[src/rtl/ps2_key_matrix.sv]
// PS/2 keyboard receiver: sync + glitch filter, 11-bit framing, E0/F0 prefix decode, per-player held-key bitmaps.
// Latency: byte_valid/frame_err and bitmap updates appear one clk_50m cycle after the stop-bit falling edge.
// No backpressure: byte_valid is a one-cycle strobe; consumers must sample it when it pulses.
module ps2_key_matrix #(
  parameter int                  KEYS           = 5,
  parameter logic [16*KEYS-1:0]  KEYMAP         = 80'h5A4B3B4243_29231C1B1D,
  parameter int                  FILTER_LEN     = 8,
  parameter int                  TIMEOUT_CYCLES = 50000
) (
  input  logic            clk_50m,
  input  logic            rst,
  input  logic            kclk,
  input  logic            kdata,
  output logic [KEYS-1:0] player1_btns,
  output logic [KEYS-1:0] player2_btns,
  output logic            byte_valid,
  output logic [7:0]      byte_data,
  output logic            frame_err
);

  localparam int TW = $clog2(TIMEOUT_CYCLES + 1);
  localparam logic [7:0] CODE_BRK = 8'hF0;
  localparam logic [7:0] CODE_EXT = 8'hE0;

  logic          kclk_s1, kclk_s2, kdata_s1, kdata_s2;
  logic          kclk_f, kdata_f, kclk_prev;
  logic [7:0]    kclk_fc, kdata_fc;
  logic          fe;
  logic [3:0]    cnt;
  logic [8:0]    shift;      // {parity, data[7:0]} once nine bits are in
  logic [TW-1:0] tcnt;
  logic          brk, ext;
  logic          good;
  logic [KEYS-1:0] p1_next, p2_next;

  // Two-flop synchronisers for both asynchronous PS/2 lines, idle high.
  always_ff @(posedge clk_50m) begin
    if (rst) begin
      kclk_s1  <= 1'b1;
      kclk_s2  <= 1'b1;
      kdata_s1 <= 1'b1;
      kdata_s2 <= 1'b1;
    end else begin
      kclk_s1  <= kclk;
      kclk_s2  <= kclk_s1;
      kdata_s1 <= kdata;
      kdata_s2 <= kdata_s1;
    end
  end

  // Filtered lines flip only after FILTER_LEN consecutive samples disagree with them.
  always_ff @(posedge clk_50m) begin
    if (rst) begin
      kclk_f    <= 1'b1;
      kdata_f   <= 1'b1;
      kclk_fc   <= '0;
      kdata_fc  <= '0;
      kclk_prev <= 1'b1;
    end else begin
      kclk_prev <= kclk_f;
      if (kclk_s2 != kclk_f) begin
        if (kclk_fc == 8'(FILTER_LEN - 1)) begin
          kclk_f  <= kclk_s2;
          kclk_fc <= '0;
        end else begin
          kclk_fc <= kclk_fc + 8'd1;
        end
      end else begin
        kclk_fc <= '0;
      end
      if (kdata_s2 != kdata_f) begin
        if (kdata_fc == 8'(FILTER_LEN - 1)) begin
          kdata_f  <= kdata_s2;
          kdata_fc <= '0;
        end else begin
          kdata_fc <= kdata_fc + 8'd1;
        end
      end else begin
        kdata_fc <= '0;
      end
    end
  end

  assign fe   = kclk_prev & ~kclk_f;
  // Odd parity across data+parity, and the stop bit being sampled right now must be 1.
  assign good = (^shift) & kdata_f;

  // Candidate bitmaps if the completed byte is a plain make/break code; duplicates all update.
  always_comb begin
    p1_next = player1_btns;
    p2_next = player2_btns;
    for (int k = 0; k < KEYS; k++) begin
      if (shift[7:0] == KEYMAP[8*k +: 8])        p1_next[k] = ~brk;
      if (shift[7:0] == KEYMAP[8*(KEYS+k) +: 8]) p2_next[k] = ~brk;
    end
  end

  // Frame counter, timeout, completion strobes and prefix/bitmap state.
  always_ff @(posedge clk_50m) begin
    if (rst) begin
      cnt          <= '0;
      shift        <= '0;
      tcnt         <= '0;
      brk          <= 1'b0;
      ext          <= 1'b0;
      byte_valid   <= 1'b0;
      byte_data    <= '0;
      frame_err    <= 1'b0;
      player1_btns <= '0;
      player2_btns <= '0;
    end else begin
      byte_valid <= 1'b0;
      frame_err  <= 1'b0;
      if (fe) begin
        // An edge always beats a coincident timeout expiry.
        tcnt <= '0;
        case (cnt)
          4'd0: begin
            // A high sample here is noise, not a start bit: stay idle.
            if (!kdata_f) begin
              cnt   <= 4'd1;
              shift <= '0;
            end
          end
          4'd10: begin
            cnt <= 4'd0;
            if (good) begin
              byte_valid <= 1'b1;
              byte_data  <= shift[7:0];
              if (shift[7:0] == CODE_BRK) begin
                brk <= 1'b1;
              end else if (shift[7:0] == CODE_EXT) begin
                ext <= 1'b1;
              end else begin
                brk <= 1'b0;
                ext <= 1'b0;
                // Extended keys are unmapped, so E0-prefixed codes never touch the bitmaps.
                if (!ext) begin
                  player1_btns <= p1_next;
                  player2_btns <= p2_next;
                end
              end
            end else begin
              frame_err <= 1'b1;
              brk       <= 1'b0;
              ext       <= 1'b0;
            end
          end
          default: begin
            shift <= {kdata_f, shift[8:1]};
            cnt   <= cnt + 4'd1;
          end
        endcase
      end else if (cnt != 4'd0) begin
        if (tcnt == TW'(TIMEOUT_CYCLES - 1)) begin
          cnt       <= 4'd0;
          tcnt      <= '0;
          frame_err <= 1'b1;
          brk       <= 1'b0;
          ext       <= 1'b0;
        end else begin
          tcnt <= tcnt + 1'b1;
        end
      end else begin
        tcnt <= '0;
      end
    end
  end

endmodule

[config.mk]
export PLATFORM = sky130hd
export DESIGN_NAME = ps2_key_matrix
export DESIGN_NICKNAME = d
export VERILOG_FILES = /design/src/rtl/ps2_key_matrix.sv
export SDC_FILE = /design/constraint.sdc
export NUM_CORES = 1
export LEC_CHECK = 0
export CAP_MARGIN = 5
export CORE_MARGIN = 3
export CORE_UTILIZATION = 45
export CTS_CLUSTER_SIZE = 8
export DETAILED_ROUTE_END_ITERATION = 10
export PLACE_DENSITY_LB_ADDON = 0.05
export SLEW_MARGIN = 20
export SYNTH_ARGS = -nofsm -noshare
export SYNTH_HDL_FRONTEND = slang
export SYNTH_SLANG_ARGS = --single-unit
[constraint.sdc]
create_clock -name clk_50m -period 2.7 [get_ports clk_50m]
set_input_delay 0.54 -clock clk_50m [delete_from_list [all_inputs] [get_ports clk_50m]]
set_output_delay 0.54 -clock clk_50m [all_outputs]
set_load 0.01 [all_outputs]
==> results.yml, run 1 <==
worst_setup_path:
  cp-end-kind: "flip-flop"
  crit_required_ns: 2.94
  rr_worst_depth: 7
  cp_data_arrival_time_ns: 2.63
  r2r_start: "shift[2]"
  r2r_slack_ns: 0.31
  crit_slowest_cell: "xnor3_2"
  worst-path-max-fanout: 7
  startpoint_type: "flip-flop"
  cpLargestDelayFamily: "XOR/XNOR gates"
  max_stage_delay_ns: 0.42
  r2r_end: "player2_btns[3]"
  path_buf_inv: 1
  crit_chain: "inv_1 > ha_1 > xnor3_2 > xnor2_4 > or2_1 > nor3_1 > mux2_2"
  critPathKind: "flip-flop to flip-flop"
yosys:
  synthCells: 364
  ys.warnings.count: 0
  synth.distinct_cells: 51
  synth.ff_latch_count: 74
  synth.yosys.seq_area_share: 0.434
  syn_area_um2: 3410
  synth.avg_cell_area_um2: 9.38
  ys.flop_type: "dfxtp_1"
  synth-async-reset-ratio: 0
  mappedNetlistNets: 388
  synth-edff-count: 0
sta:
  finalClockSkew_ns: 0.0111
  max_freq_mhz: 418
  slew_violations: 0
  tightest_slew_ns: 0.512
  period_needed_ns: 2.39
  hold_viol_final: 0
  setup_viol: 0
  setup-tns-final_ns: 0
  max_slew_margin: 0.656
  rsz0062_at_grt: "no"
  fin_crit_sh: 0.886
global_routing:
  grt-ovfl-total: 0
  grt_util_all_layers: 0.162
  met1_usage: 0.232
  grt_pass1_wl_mm: 11.2
  grt_max_degree: 22
  first_global_vias: 2373
  top_usage_layer: "met2"
  gr-usage-met3: 0.0434
  grtUsageMet2: 0.233
  antenna_found_initial: 0
final_layout:
  nNetsFinal: 416
  drive_gt1_frac: 0.108
  insertedDiodeCount: 0
  fin_cells: 496
  layout_common_cells: "dfxtp_1, nor2_1, clkdlybuf4s50_1, ha_1, inv_1"
  mostFrequentLayoutCell: "dfxtp_1"
  areaGrowthSynthToFinish_pct: 15.7
placed_design:
  gp_congestion: 0.831
  io_buffers: 23
  place_inst: 480
  dp.final_hpwl_mm: 4.58
floorplanning:
  die_h_um: 93.1
  fp.dieW_um: 93.1
  io_pins: 24
  core-area_um2: 7290
  rows: 31
  start_util: 0.468
  dieArea_um2: 8670
route:
  drtAntennaViolNets: 0
  drt-vias-per-instance: 5.03
  wire_per_inst_um: 13.0
  drc: 0
  dr.first_iter.drc_count: 127
  drt_wl_total_mm: 6.47
  vias: 2495
  firstDrtPassIters: 4
cts:
  cts_tree: "built"
  htree_levels: 3
  cts_buffers: 9
  postCtsSetupRepairBufs: 0
  clk_latency_ns: 0.35
  clk_pin_slew_ns: 0.08
  cts_resized: 0
  ctsHoldBuffers: 0
  clock-sinks: 74
  clk_path_buf_depth: 2
  clockRootBuffer: "clkbuf_8"
worst_hold_path:
  min_path_cells: 1
  hold_path_class: "flip-flop to flip-flop"
  worstHoldStart: "kclk_s1"
  min_delay_worst_endpoint: "kclk_s2"
pwr:
  power.density_nw_per_um2: 490
  leakagePower_uw: 0.00139
  irDropWorstVdd_mv: 0.251
status:
  outcome: "finished clean"
run:
  cap_viol_max_count: 0
-- report_power, final --
| group | switching [µW] | total, µW | internal (µW) |
|---|---|---|---|
| clock | 410 | 793 | 383 |
| combinational | 24.1 | 40.6 | 16.5 |
| sequential | 4.12 | 1100 | 1100 |
-- stage by stage --
| step | setup WS [ns] | utilization | total power (µW) | hold WS [ns] | area [µm²] |
|---|---|---|---|---|---|
| floorplan | 0.451 | - | 1150 | 0.389 | 3410 |
| global placement | 0.365 | 0.516 | 1170 | 0.400 | 3770 |
| detailed placement | 0.302 | 0.516 | 1170 | 0.399 | 3770 |
| CTS | 0.282 | 0.541 | 1970 | 0.419 | 3950 |
| global route | 0.0890 | 0.541 | 2010 | 0.427 | 3950 |
| finish | 0.308 | 0.541 | 1930 | 0.415 | 3950 |
-- worst max-delay path by stage --
stage	startpoint	endpoint	slack [ns]	cells past startpoint
after floorplan	shift[2]	player2_btns[3]	0.45	7
after global placement	shift[2]	player2_btns[3]	0.37	7
after detailed placement	shift[2]	player2_btns[3]	0.30	7
after CTS	shift[2]	player2_btns[3]	0.28	7
after global routing	shift[2]	player2_btns[3]	0.09	7
final	shift[2]	player2_btns[3]	0.31	7
-- registers in the layout (all words and copies together), names as in the netlist, 4 cells and up --
name / count
tcnt: 16
cnt: 4
byte_data: 8
kdata_fc: 8
player2_btns: 5
player1_btns: 5
kclk_fc: 8
shift: 9
-- synth_stat cells, types with 3 or more instances --
library cell | instances | area (µm²)
dfxtp_1 | 74 | 1480
mux2i_1 | 8 | 80.1
a21oi_1 | 14 | 70.1
nor2_1 | 58 | 218
inv_1 | 19 | 71.3
xor2_1 | 16 | 140
clkbuf_1 | 10 | 37.5
and3_1 | 9 | 56.3
nor4_4 | 3 | 63.8
nand2_1 | 13 | 48.8
ha_1 | 20 | 250
xnor2_1 | 12 | 105
nor3_1 | 13 | 65.1
nor4_1 | 3 | 18.8
nor2b_1 | 4 | 25.0
nand2b_1 | 5 | 31.3
a22oi_1 | 9 | 67.6
nand3_1 | 17 | 85.1
a311oi_1 | 4 | 35.0
nand4_1 | 6 | 37.5
or2_2 | 8 | 50.1
-- worst reg2reg max path, cell delays in order, from the launching register on --
cell and delay [ns]:
dfxtp_1 0.40, inv_1 0.09, ha_1 0.31, xnor3_2 0.42
xnor2_4 0.22, or2_1 0.26, nor3_1 0.22, mux2_2 0.36
-- final cells by class --
cell class	count	area, µm²
Tap cell	99	124
Fill cell	729	3340
Clock buffer	12	155
Timing Repair Buffer	29	275
Sequential cell	74	1480
Inverter	19	71.3
Clock inverter	4	26.3
Multi-Input combinational cell	259	1810
-- metal layers --
layer	vias up	part of all wire	wire, µm
li1	1318	-	-
met1	1140	0.53	3420
met2	26	0.42	2730
met3	11	0.030	197
met4	0	0.018	114
met5	-	0	0
-- kinds of logic after synthesis --
family,after synthesis,share of synthesized area
fa+ha+maj,20,0.0733
xor+xnor,31,0.0949
simple gates,157,0.251
buf+inv,31,0.0345
flops,74,0.434
mux,9,0.0268
compound gates,42,0.0854
No activity file was read; power rests on OpenSTA's default activity.
==> inputs of run 2 (changes only) <==
--- a/config.mk
+++ b/config.mk
@@ -6,10 +6,12 @@
 export NUM_CORES = 1
 export LEC_CHECK = 0
 export CAP_MARGIN = 5
+export CORE_ASPECT_RATIO = 1.5
 export CORE_MARGIN = 3
 export CORE_UTILIZATION = 45
 export CTS_CLUSTER_SIZE = 8
 export DETAILED_ROUTE_END_ITERATION = 10
+export GPL_TIMING_DRIVEN = 1
 export PLACE_DENSITY_LB_ADDON = 0.05
 export SLEW_MARGIN = 20
 export SYNTH_ARGS = -nofsm -noshare
==> run 2 against run 1 <==
Effect of this change: combinational power about the same; sequential power about the same; clock skew fell by 0.00075 ns; register-to-register slack is essentially flat; critical path type unchanged.
==> results.yml, run 2 (synthesized netlist as in run 1, its figures left out) <==
final_layout:
  n_fill_cell: 729
  reg_top3: "tcnt x16, shift x9"
  areaGrowthSynthToFinish_pct: 17.5
  fin_area_um2: 4010
  multi_input_area_um2: 1810
  insertedDiodeCount: 0
  mostFrequentLayoutCell: "dfxtp_1"
  nNetsFinal: 418
  top_register: "tcnt"
  layout_common_cells: "dfxtp_1, nor2_1, clkdlybuf4s50_1, ha_1, inv_1"
  largest_register_ffs: 16
  drive_gt1_frac: 0.115
  seq_area_um2: 1480
sta:
  setup-tns-final_ns: 0
  period_needed_ns: 2.40
  max_freq_mhz: 417
  fin_crit_sh: 0.888
  max_slew_margin: 0.628
  slew_violations: 0
  setup_viol: 0
  rsz0062_at_grt: "no"
  tightest_slew_ns: 0.553
  finalClockSkew_ns: 0.0104
  hold_viol_final: 0
pwr:
  power.density_nw_per_um2: 524
  irDropWorstVdd_mv: 0.382
  leakagePower_uw: 0.00142
cts:
  clk_pin_slew_ns: 0.08
  cts_tree: "built"
  cts_resized: 0
  clk_latency_ns: 0.35
  clockRootBuffer: "clkbuf_8"
  htree_levels: 3
  ctsHoldBuffers: 0
  clk_path_buf_depth: 2
  clock-sinks: 74
  postCtsSetupRepairBufs: 0
  cts_buffers: 9
route:
  firstDrtPassIters: 4
  wire_per_inst_um: 13.6
  drtAntennaViolNets: 0
  drt_wl_total_mm: 6.78
  vias: 2543
  drt-vias-per-instance: 5.10
  dr.first_iter.drc_count: 96
  drc: 0
worst_setup_path:
  r2r_start: "shift[2]"
  critical_path.startpoint: "shift[2]"
  cp-end-kind: "flip-flop"
  startpoint_type: "flip-flop"
  cp_data_arrival_time_ns: 2.63
  rr_worst_depth: 7
  crit_required_ns: 2.94
  worst-path-max-fanout: 7
  critPathKind: "flip-flop to flip-flop"
global_routing:
  grt_pass1_wl_mm: 12.0
  grt_max_degree: 25
  grt-ovfl-total: 0
  grt_util_all_layers: 0.174
  first_global_vias: 2567
  antenna_found_initial: 0
placed_design:
  gp_congestion: 0.799
  io_buffers: 23
  dpl_cell_area_um2: 3780
  dp.final_hpwl_mm: 4.98
status:
  outcome: "finished clean"
floorplanning:
  dieArea_um2: 8690
  rows: 38
  die_h_um: 113
  io_pins: 24
  start_util: 0.466
  fp.dieW_um: 77.1
  core-area_um2: 7320
worst_hold_path:
  worstHoldStart: "kdata_s1"
  hold_path_class: "flip-flop to flip-flop"
  min_path_cells: 1
run:
  cap_viol_max_count: 0
## run 2: layer usage
layer	up-vias	global-route usage	wire length, µm
li1	1322	-	-
met1	1183	0.194	2920
met2	25	0.313	3580
met3	13	0.0361	143
met4	0	0.0784	139
met5	-	0	0
## run 2: path summary, 6_finish.rpt
| check | endpoint | slack, ns |
|---|---|---|
| setup reg to reg | player2_btns[3] | 0.30 |
| setup / recovery | player2_btns[3] | 0.30 |
| hold reg to reg | kdata_s2 | 0.41 |
| hold / removal | kdata_s2 | 0.41 |
## run 2: through the flow
step	instances	total power (µW)	hold WS, ns	setup slack [ns]	util
floorplan	364	1150	0.389	0.451	-
global placement	483	1170	0.398	0.368	0.517
detailed placement	483	1170	0.400	0.312	0.517
CTS	499	2140	0.418	0.294	0.548
global route	499	2190	0.433	0.170	0.548
finish	499	2100	0.413	0.303	0.548
## run 2: layout make-up
cell class	count	share of cell area
multi-input combinational	259	0.452
clock inverter	6	0.0225
clock buffer	10	0.0343
timing repair buffer	31	0.0724
inverter	19	0.0178
sequential	74	0.369
tap	100	0.0312
## run 2: worst max-delay path, stage by stage, from the launching register on
cell and delay (ns):
dfxtp_1 0.40, inv_1 0.09, ha_1 0.32, xnor3_2 0.42, xnor2_4 0.21, or2_1 0.27
nor3_1 0.22, mux2_2 0.35
## run 2: power breakdown
part	internal, µW	switching (µW)	leakage [µW]
Combinational	16.5	24.2	0.000707
Clock	547	414	0.000112
Sequential	1100	4.10	0.000597
==> inputs of run 3 (changes only) <==
--- a/config.mk
+++ b/config.mk
@@ -7,12 +7,14 @@
 export LEC_CHECK = 0
 export CAP_MARGIN = 5
 export CORE_ASPECT_RATIO = 1.5
-export CORE_MARGIN = 3
+export CORE_MARGIN = 4
 export CORE_UTILIZATION = 45
 export CTS_CLUSTER_SIZE = 8
 export DETAILED_ROUTE_END_ITERATION = 10
+export GPL_ROUTABILITY_DRIVEN = 1
 export GPL_TIMING_DRIVEN = 1
 export PLACE_DENSITY_LB_ADDON = 0.05
+export REMOVE_ABC_BUFFERS = 1
 export SLEW_MARGIN = 20
 export SYNTH_ARGS = -nofsm -noshare
 export SYNTH_HDL_FRONTEND = slang
==> run 3 against run 2 <==
Effect of this change: core utilization fell by 0.75 points; clock power fell by 11%; flip-flop and latch count did not move; worst hold slack barely moved; worst setup slack improved by 0.00068 ns; highest routed layer unchanged; critical endpoint unchanged; sequential share of layout area rose by 0.51 points; global-route usage fell by 2.0 points; wire length fell by 7.8%; combinational power fell by 3%; clock-buffer cell count rose by 4; cell count fell by 1.0%.
==> results.yml, run 3 (synthesized netlist as in run 1, its figures left out) <==
sta:
  finalClockSkew_ns: 0.00414
  hold_slack_ns: 0.414
  rsz0062_at_grt: "no"
  setup-tns-final_ns: 0
  max_freq_mhz: 417
  fin_crit_sh: 0.887
  max_slew_margin: 0.573
  tightest_slew_ns: 0.639
  slew_violations: 0
  period_needed_ns: 2.40
  setup_viol: 0
  hold_viol_final: 0
cts:
  postCtsSetupRepairBufs: 0
  ctsHoldBuffers: 0
  cts_resized: 0
  htree_levels: 3
  cts_tree: "built"
  clock-sinks: 74
  clk_latency_ns: 0.34
  clk_path_buf_depth: 2
  clk_pin_slew_ns: 0.07
  clockRootBuffer: "clkbuf_8"
  cts_buffers: 9
final_layout:
  layout_common_cells: "dfxtp_1, nor2_1, clkdlybuf4s50_1, ha_1, inv_1"
  insertedDiodeCount: 0
  areaGrowthSynthToFinish_pct: 15.9
  nNetsFinal: 413
  drive_gt1_frac: 0.0964
  reg_top3: "tcnt x16, shift x9"
  top_register: "tcnt"
  largest_register_ffs: 16
  mostFrequentLayoutCell: "dfxtp_1"
  fin_area_um2: 3960
floorplanning:
  die_h_um: 115
  dieArea_um2: 9070
  io_pins: 24
  rows: 38
  core-area_um2: 7320
  start_util: 0.466
  fp.dieW_um: 79.1
placed_design:
  dpl_cell_area_um2: 3760
  io_buffers: 23
  gp_congestion: 0.776
  dp.final_hpwl_mm: 4.55
worst_hold_path:
  hold_path_class: "flip-flop to flip-flop"
  worstHoldStart: "kdata_s1"
  min_path_cells: 1
worst_setup_path:
  critical_path.startpoint: "shift[2]"
  crit_required_ns: 2.94
  crit_slowest_cell: "xnor3_2"
  cp_data_arrival_time_ns: 2.63
  critPathKind: "flip-flop to flip-flop"
  rr_worst_depth: 7
  r2r_slack_ns: 0.30
  max_stage_delay_ns: 0.42
  crit_cells: 7
  endpoint: "player2_btns[3]"
  r2r_end: "player2_btns[3]"
  worst-path-max-fanout: 7
  r2r_start: "shift[2]"
  cp-end-kind: "flip-flop"
  startpoint_type: "flip-flop"
  path_buf_inv: 1
  cpLargestDelayFamily: "XOR/XNOR gates"
  crit_chain: "inv_1 > ha_1 > xnor3_2 > xnor2_4 > or2_1 > nor3_1 > mux2_2"
route:
  dr.first_iter.drc_count: 114
  drt_wl_total_mm: 6.25
  drc: 0
  wl_met3_um: 206
  wl_met1_mm: 2.83
  top_layer: "met4"
  wire_per_inst_um: 12.6
  vias: 2509
  firstDrtPassIters: 4
  met2_length_mm: 3.08
  drtAntennaViolNets: 0
  drt-vias-per-instance: 5.08
run:
  cap_viol_max_count: 0
global_routing:
  grt_util_all_layers: 0.153
  grt-ovfl-total: 0
  antenna_found_initial: 0
  grt_max_degree: 48
  grt_pass1_wl_mm: 11.1
  first_global_vias: 2458
pwr:
  power.density_nw_per_um2: 505
  irDropWorstVdd_mv: 0.368
  leakagePower_uw: 0.00138
status:
  outcome: "finished clean"
run 3: changes by cell type in the layout (fill, tap and decap cells not counted), sizes merged:
cell / change
clkbuf: +4
clkinv: -2
bufinv: -1
clkinvlp: -1
buf: -5
run 3: through the flow:
| stage | utilization | total power [µW] | std cells | setup WS, ns |
|---|---|---|---|---|
| 5_1_grt | 0.540 | 2080 | 494 | 0.216 |
| 3_3_place_gp | 0.513 | 1170 | 478 | 0.374 |
| 2_1_floorplan | - | 1140 | 352 | 0.451 |
| 3_5_place_dp | 0.513 | 1170 | 478 | 0.341 |
| 6_report | 0.540 | 2000 | 494 | 0.304 |
| 4_1_cts | 0.540 | 2030 | 494 | 0.300 |
run 3: power breakdown:
part	switching [µW]	internal (µW)
clock network	381	478
registers	4.20	1100
logic	23.4	16.1
total	409	1590
run 3: worst min-delay path by stage:
stage               endpoint  slack, ns
finish              kdata_s2       0.41
global route        kdata_s2       0.43
CTS                 kdata_s2       0.41
detailed placement  kdata_s2       0.40
global placement    kdata_s2       0.39
floorplan            kclk_s2       0.39
run 3: routing by layer:
| layer | vias up | global-route usage |
|---|---|---|
| met5 | - | 0 |
| met4 | 0 | 0.0837 |
| li1 | 1315 | - |
| met3 | 12 | 0.0354 |
| met1 | 1153 | 0.184 |
| met2 | 29 | 0.251 |
run 3: cell type report:
class | count | area (µm²)
clock buffers | 14 | 163
clock inverters | 2 | 35.0
fillers | 705 | 3370
inverters | 19 | 71.3
multi-input cells | 259 | 1810
flip-flops and latches | 74 | 1480
well taps | 100 | 125
repair buffers | 26 | 265
==> patch (config.mk and constraints of run 3) <==
Change the parameter `TIMEOUT_CYCLES` from 50000 to 200000.
--- a/src/rtl/ps2_key_matrix.sv
+++ b/src/rtl/ps2_key_matrix.sv
@@ -6,5 +6,5 @@
   parameter logic [16*KEYS-1:0]  KEYMAP         = 80'h5A4B3B4243_29231C1B1D,
   parameter int                  FILTER_LEN     = 8,
-  parameter int                  TIMEOUT_CYCLES = 50000
+  parameter int                  TIMEOUT_CYCLES = 200000
 ) (
   input  logic            clk_50m,
Function: same outputs for any inputs over 10 cycles, from zero or initial values and one cycle with rst high; that may be too few to reach the edited logic, so the function may still have changed.
==> patch against run 3 <==
Area after synthesis up 0.55%. Sequential share of layout area up 1.3 points. Sequential cell count up 2. Worst setup slack worse by 110 ps. Synthesized cell count up 3.3%. Routed wire length up 5.3%. Highest routed layer unchanged. Largest cell class unchanged. Power down 6.7%. Cell area down 0.79%. Critical path type unchanged.
==> patch: results (changes against run 3) <==
Placed cells: 492 (+2.9%)
Non-Filler Instances: 504 (+2.0%)
Biggest regs: tcnt (18), shift (9)
Length of routed wiring on met1: 2810 um (-0.50%)
First-pass GRT wire length: 11,200 um (+0.94%)
Netlist cell types: 40 (-22%)
1st-iter DRT viols: 156 (+37%)
Place WS: 208 ps (-133 ps)
Average size of a mapped cell: 9.13 um2 (-2.7%)
Status: completed
HP Start: kclk_s1
Vias/cell: 5.11 (+0.59%)
Final GP Congestion: 0.881 (+14%)
Clock Skew: 14.4 ps (+10.3 ps)
Met3 wire len: 233 um (+13%)
GR Util All Layers: 15.6% (+0.28 points)
Reg-to-reg slack, setup: 190 ps (-110 ps)
Slew HR: 51.4% (-6.0 points)
Max FO, Critical Path: 10 (+3)
Crit-path slowest cell: or4_1
Most frequent cells after synthesis: dfxtp_1, nor2_1, ha_1, nand2_1, xor2_1
Top Family by Delay on Critical Path: simple AND/OR/NAND/NOR gates
DP Wirelength: 4820 um (+5.9%)
Synth top area cells: dfxtp_1, ha_1, nor2_1, xor2_1, mux2i_1
WL per Instance: 13.1 um (+3.2%)
R2r endpoint: player2_btns[0]
Share of post-route cells with drive strength above 1: 6.68% (-3.0 points)
Sequential-to-total area share from yosys stat: 44.3% (+0.93 points)
## patch: cell types whose count changed in the layout (fill, tap and decap cells not counted), moves of 3 or more
cell | run 3 | this run
nor4_4 | 3 | 0
xor2_1 | 16 | 20
mux2i_1 | 8 | 17
a21oi_1 | 14 | 9
nand4_1 | 6 | 12
o31ai_1 | 0 | 3
and3_1 | 9 | 13
nor4_1 | 3 | 0
or4_1 | 2 | 5
nand2_1 | 13 | 20
buf_4 | 2 | 5
a311oi_1 | 4 | 1
nor3_1 | 13 | 7
## patch: how the worst max path moves through the flow
stage	start	slack, ps	end
CTS	shift[2]	190	player2_btns[3]
global route	shift[2]	20	player2_btns[4]
global placement	shift[2]	250	player2_btns[3]
detailed placement	shift[2]	210	player2_btns[3]
finish	shift[2]	190	player2_btns[0]
floorplan	shift[2]	300	player2_btns[0]
## patch: through the flow
stage	util (%)	hold slack [ps]	area [um2]	total power [mW]
5_1_grt	53.6	423	3920	1.94
3_5_place_dp	51.6	396	3780	1.18
6_report	53.6	410	3920	1.87
3_3_place_gp	51.6	394	3780	1.18
4_1_cts	53.6	413	3920	1.90
2_1_floorplan	-	389	3390	1.16
## patch: metal layers
metal | vias up | global-route usage (%)
met4 | 0 | 7.91
met5 | - | 0
met1 | 1201 | 17.5
li1 | 1330 | -
met2 | 31 | 27.1
met3 | 13 | 4.00
## patch: kinds of logic after synthesis
family                   share of synthesized area, %
AO/OA/AOI/OAI                                    5.91
XOR/XNOR                                         8.82
adder cells (fa/ha/maj)                          7.29
buffers and inverters                            3.43
flip-flops                                       44.3
multiplexers                                     4.96
AND/OR/NAND/NOR                                  25.3
## patch: report_power, final
group,total (mW),internal [mW],switching (mW)
Combinational,0.0269,0.0111,0.0158
Clock,0.713,0.340,0.373
Sequential,1.13,1.12,0.00155
Total,1.87,1.47,0.391
## patch: worst register-to-register path, stage by stage, from the launching register on
cell and delay (ps):
dfxtp_1 400, inv_1 80, ha_1 310, xnor3_1 350
xnor2_1 210, or3_4 430, or4_1 520, a21oi_1 150
## patch: area by class of cell
cell class | instances | area share [%]
multi-input combinational | 269 | 45.7
sequential | 76 | 38.8
timing repair buffer | 28 | 6.82
clock buffer | 12 | 3.70
tap | 100 | 3.19
inverter | 19 | 1.82
